$ cat src/rtl/vanilla_exe_bubble_profiler.sv
// Per-type histogram of EXE-stage bubble cycles with last-PC capture, a registered
// valid/ready read port and a sequenced clear sweep.
module vanilla_exe_bubble_profiler #(
    parameter int unsigned pc_width_p       = 32,
    parameter int unsigned num_types_p      = 32,
    parameter int unsigned counter_width_p  = 32,
    parameter int unsigned no_bubble_type_p = 24
) (
    input  logic                           clk_i,
    input  logic                           reset_n_i,
    input  logic                           en_i,
    input  logic                           stall_all_i,
    input  logic [31:0]                    exe_bubble_type_i,
    input  logic [pc_width_p-1:0]          exe_bubble_pc_i,
    input  logic                           clear_i,
    output logic                           busy_o,
    input  logic                           rd_v_i,
    input  logic [$clog2(num_types_p)-1:0] rd_addr_i,
    output logic                           rd_ready_o,
    output logic                           rd_v_o,
    output logic [counter_width_p-1:0]     rd_count_o,
    output logic [pc_width_p-1:0]          rd_last_pc_o,
    input  logic                           rd_yumi_i,
    output logic [counter_width_p-1:0]     cycle_count_o
);

    localparam int unsigned IdxW = $clog2(num_types_p);
    localparam logic [IdxW-1:0] LastIdx = IdxW'(num_types_p - 1);

    typedef enum logic [1:0] {StIdle, StResp, StClear} state_e;

    state_e                     state_q;
    logic [counter_width_p-1:0] count_q   [num_types_p];
    logic [pc_width_p-1:0]      last_pc_q [num_types_p];
    logic [counter_width_p-1:0] cycle_q;
    logic [counter_width_p-1:0] rd_count_q;
    logic [pc_width_p-1:0]      rd_last_pc_q;
    logic [IdxW-1:0]            clr_idx_q;
    logic                       clear_pending_q;

    logic                       advance;
    logic                       event_v;
    logic [IdxW-1:0]            ev_idx;
    logic                       rd_in_range;

    always_comb begin
        advance     = en_i & ~stall_all_i & (state_q != StClear);
        event_v     = advance & (exe_bubble_type_i != no_bubble_type_p);
        // Out-of-range type codes fold into the last entry.
        ev_idx      = (exe_bubble_type_i < num_types_p) ? exe_bubble_type_i[IdxW-1:0] : LastIdx;
        rd_in_range = 32'(rd_addr_i) < num_types_p;
    end

    assign busy_o        = (state_q == StClear);
    assign rd_v_o        = (state_q == StResp);
    assign rd_ready_o    = (state_q == StIdle) & ~clear_i;
    assign rd_count_o    = rd_count_q;
    assign rd_last_pc_o  = rd_last_pc_q;
    assign cycle_count_o = cycle_q;

    always_ff @(posedge clk_i or negedge reset_n_i) begin
        if (!reset_n_i) begin
            state_q         <= StIdle;
            cycle_q         <= '0;
            rd_count_q      <= '0;
            rd_last_pc_q    <= '0;
            clr_idx_q       <= '0;
            clear_pending_q <= 1'b0;
            for (int i = 0; i < int'(num_types_p); i++) begin
                count_q[i]   <= '0;
                last_pc_q[i] <= '0;
            end
        end else begin
            if (advance && (cycle_q != '1)) begin
                cycle_q <= cycle_q + counter_width_p'(1);
            end
            if (event_v) begin
                if (count_q[ev_idx] != '1) begin
                    count_q[ev_idx] <= count_q[ev_idx] + counter_width_p'(1);
                end
                last_pc_q[ev_idx] <= exe_bubble_pc_i;
            end

            unique case (state_q)
                StIdle: begin
                    if (clear_i) begin
                        state_q   <= StClear;
                        clr_idx_q <= '0;
                        cycle_q   <= '0;
                    end else if (rd_v_i) begin
                        // Captures the pre-edge value; a same-cycle event is not visible.
                        rd_count_q   <= rd_in_range ? count_q[rd_addr_i] : '0;
                        rd_last_pc_q <= rd_in_range ? last_pc_q[rd_addr_i] : '0;
                        state_q      <= StResp;
                    end
                end
                StResp: begin
                    if (clear_i) begin
                        clear_pending_q <= 1'b1;
                    end
                    if (rd_yumi_i) begin
                        if (clear_pending_q || clear_i) begin
                            state_q   <= StClear;
                            clr_idx_q <= '0;
                            cycle_q   <= '0;
                        end else begin
                            state_q <= StIdle;
                        end
                    end
                end
                StClear: begin
                    count_q[clr_idx_q]   <= '0;
                    last_pc_q[clr_idx_q] <= '0;
                    if (clr_idx_q == LastIdx) begin
                        state_q         <= StIdle;
                        clear_pending_q <= 1'b0;
                    end else begin
                        clr_idx_q <= clr_idx_q + IdxW'(1);
                    end
                end
                default: state_q <= StIdle;
            endcase
        end
    end

endmodule

$ cat config.mk
export PLATFORM = sky130hd
export DESIGN_NAME = vanilla_exe_bubble_profiler
export DESIGN_NICKNAME = d
export VERILOG_FILES = /design/src/rtl/vanilla_exe_bubble_profiler.sv
export SDC_FILE = /design/constraint.sdc
export NUM_CORES = 2
export LEC_CHECK = 0
export CAP_MARGIN = 20
export CORE_MARGIN = 3
export CORE_UTILIZATION = 32
export CTS_BUF_LIST = sky130_fd_sc_hd__clkbuf_16
export DETAILED_ROUTE_END_ITERATION = 16
export DONT_BUFFER_PORTS = 1
export HOLD_SLACK_MARGIN = 0.12
export PLACE_DENSITY = 0.5
export SYNTH_ARGS = -nofsm -noshare
export SYNTH_HDL_FRONTEND = slang
export SYNTH_SLANG_ARGS = --single-unit
$ cat constraint.sdc
create_clock -name clk_i -period 8.6 [get_ports clk_i]
set_input_delay 0.86 -clock clk_i [delete_from_list [all_inputs] [get_ports clk_i]]
set_output_delay 0.86 -clock clk_i [all_outputs]
set_load 0.02 [all_outputs]
==> flow_summary.toml <==
[worst_hold_path]
hp-class = "input port to flop"

[cts]
cts_max_level = 4
clkTransAtPathRegs_ps = 60
clockBufferDepth = 4
cts_inserted_buffers = 244
clock_latency_ps = 970
cts_tree = "built"
cts_resized = 0
cts.sinks = 2152
cts_setup_buffers = 0
clock-root-buffer = "clkbuf_16"

[cells_and_area]
drive_gt1_share_pct = 17.5
stdcell_area_mm2 = 0.123
synthToLayoutAreaGrowth_pct = 12.6
final_common_cell = "dfrtp_1"
mostFrequentLayoutCells = "dfrtp_1, nand2_1, a21oi_1, nor2_1, mux4_2"
final_nets = 10100

[detailed_routing]
drc = 0
ant_nets = 0
routed_wl_um = 485000
drtIter0Drc = 12800
wire_per_inst_um = 33.0
vias = 91000
routed_via_density = 6.19
first_pass_iters = 10

[power]
p_per_area_mw_per_mm2 = 202
vdd_drop_max_mv = 0.203
leakage_uw = 0.0493

[job]
cap_violations = 0

[floorplanning]
die_x_um = 589
die_h_um = 589
row_count = 213
die_area_mm2 = 0.347
start_util_pct = 32.2
core_region_area_mm2 = 0.338
io_pins = 175

[placement]
place_ws_ps = 1920
gp_routability_congestion = 0.964
port_buffers = 0
dp_hpwl_um = 279000
placed_area_mm2 = 0.114

[sta]
finalCriticalPeriod_ps = 6080
finalWorstSetupSlack_ps = 2520
setup_viol = 0
slew_headroom_pct = -21.2
drv_slew = 171
hold_viol = 0
finalCritPeriodShare_pct = 70.8
fmax_ghz = 0.164
tightest_slew_ps = 1820
skew_ps = 107
grt_setup_unrepaired = "no"
fin_setup_tns_ps = 0

[logic_synthesis]
postSynthAreaPerCell_um2 = 10.4
synth_cell_types = 81
synthArstFlopShare_pct = 100
synth-seq-cells = 2152
ys.flop_type = "dfrtp_1"
netlist_instances = 10500
seq_area_frac_synth_pct = 49.5
yosys_warnings = 0
syn-cell-area_mm2 = 0.109
synth_edf_count = 0
syn_nets = 10500

[setup_path]
arrival_ps = 6850
startpoint_type = "input port"
cp.required_ps = 9360
end_kind = "flop"
critical_path_class = "input port to flop"
crit_fanout = 298

[status]
violations = "slew limit"
status = "finished with violations"

[global_route]
grt_max_degree = 513
antenna_found_initial = 24
gr-total-overflow = 0
grt_pass1_vias = 89800
grt_pass1_wl_um = 690000
globalRouteTotalUtil_pct = 27.3
where the power goes:
| group | internal [uW] | switching, uW | total, uW |
|---|---|---|---|
| combinational | 720 | 2630 | 3350 |
| sequential | 10400 | 486 | 10900 |
| clock | 5870 | 4640 | 10500 |
| total | 17000 | 7750 | 24700 |
logic make-up after synthesis:
family | count (synthesis) | share of synthesized area, %
mux | 980 | 18.0
fa+ha+maj | 7 | 0.0805
compound gates | 2658 | 14.9
flops | 2152 | 49.5
xor+xnor | 55 | 0.443
simple gates | 3528 | 13.1
buf+inv | 1073 | 4.09
critical path: stages:
cell	delay [ps]
nor2b_4	840
buf_12	330
a222oi_1	210
a22oi_1	450
o2bb2ai_1	190
or4_1	680
nor4_1	320
buf_4	190
nand3_1	240
nor4b_4	330
buf_4	560
nor2_4	340
buf_4	410
nor2_1	200
a211oi_2	60
per-stage QoR:
step                      instances  power [uW]  utilization, %  hold slack (ps)
after global placement        14200       14100            33.7              477
after CTS                     14700       24700            36.2              132
after floorplan               10500       12600               -              460
after global routing          14700       25400            36.3              165
final                         14700       24700            36.3              182
after detailed placement      14200       14200            33.7              485
cells in the mapped netlist, types with 62 or more instances:
| cell | n | area share [%] |
|---|---|---|
| o21ai_0 | 338 | 1.6 |
| mux2i_1 | 142 | 1.3 |
| nor3_1 | 78 | 0.36 |
| o22ai_1 | 69 | 0.40 |
| nand2_1 | 2156 | 7.4 |
| nor2b_1 | 76 | 0.44 |
| dfrtp_1 | 2152 | 49 |
| buf_2 | 103 | 0.47 |
| nand3_1 | 69 | 0.32 |
| a211oi_1 | 619 | 4.3 |
| mux2_2 | 62 | 0.64 |
| a21oi_1 | 1373 | 6.3 |
| buf_1 | 79 | 0.27 |
| mux4_2 | 775 | 16 |
| nor2_1 | 971 | 3.3 |
| a211oi_2 | 80 | 0.92 |
| clkbuf_1 | 820 | 2.8 |
state kept, by name, indices dropped and copies added, names as in the netlist:
signal / flops
count_q: 1024
rd_last_pc_o: 32
clr_idx_q: 5
clear_pending_q: 1
state_q: 2
rd_count_o: 32
last_pc_q: 1024
cycle_count_o: 32
final timing paths:
| check | startpoint | slack (ps) | depth (start not counted) | endpoint |
|---|---|---|---|---|
| worst min register to register | last_pc_q[241] | 500 | 1 | last_pc_q[241] |
| worst max register to register | count_q[4] | 2830 | 13 | count_q[692] |
| worst max-delay path | exe_bubble_type_i[1] | 2520 | 15 | count_q[692] |
| worst min-delay path | clear_i | 180 | 2 | state_q[0] |
| min in group asynchronous | reset_n_i | 500 | 2 | rd_last_pc_o[4] |
| max in group asynchronous | reset_n_i | 5720 | 4 | last_pc_q[345] |
routing by layer:
metal	GRT usage (%)	routed length, um
met1	36.2	187000
met4	12.6	25700
met5	0	20
met2	39.7	209000
met3	9.69	64000
repair_timing:
item,4_1_cts,5_1_grt
endpoints found under the setup margin,0,0
hold buffers,34,0
endpoints found under the hold margin,1070,0
area by class of cell:
cell class	instances	area (um2)
flip-flops and latches	2152	53900
clock inverters	204	1680
fillers	33000	215000
inverters	18	67.6
multi-input cells	7228	51700
well taps	4515	5650
diodes	16	40.0
repair buffers	334	3370
clock buffers	246	6160
Note: power is estimated with default switching activity, not from simulation.
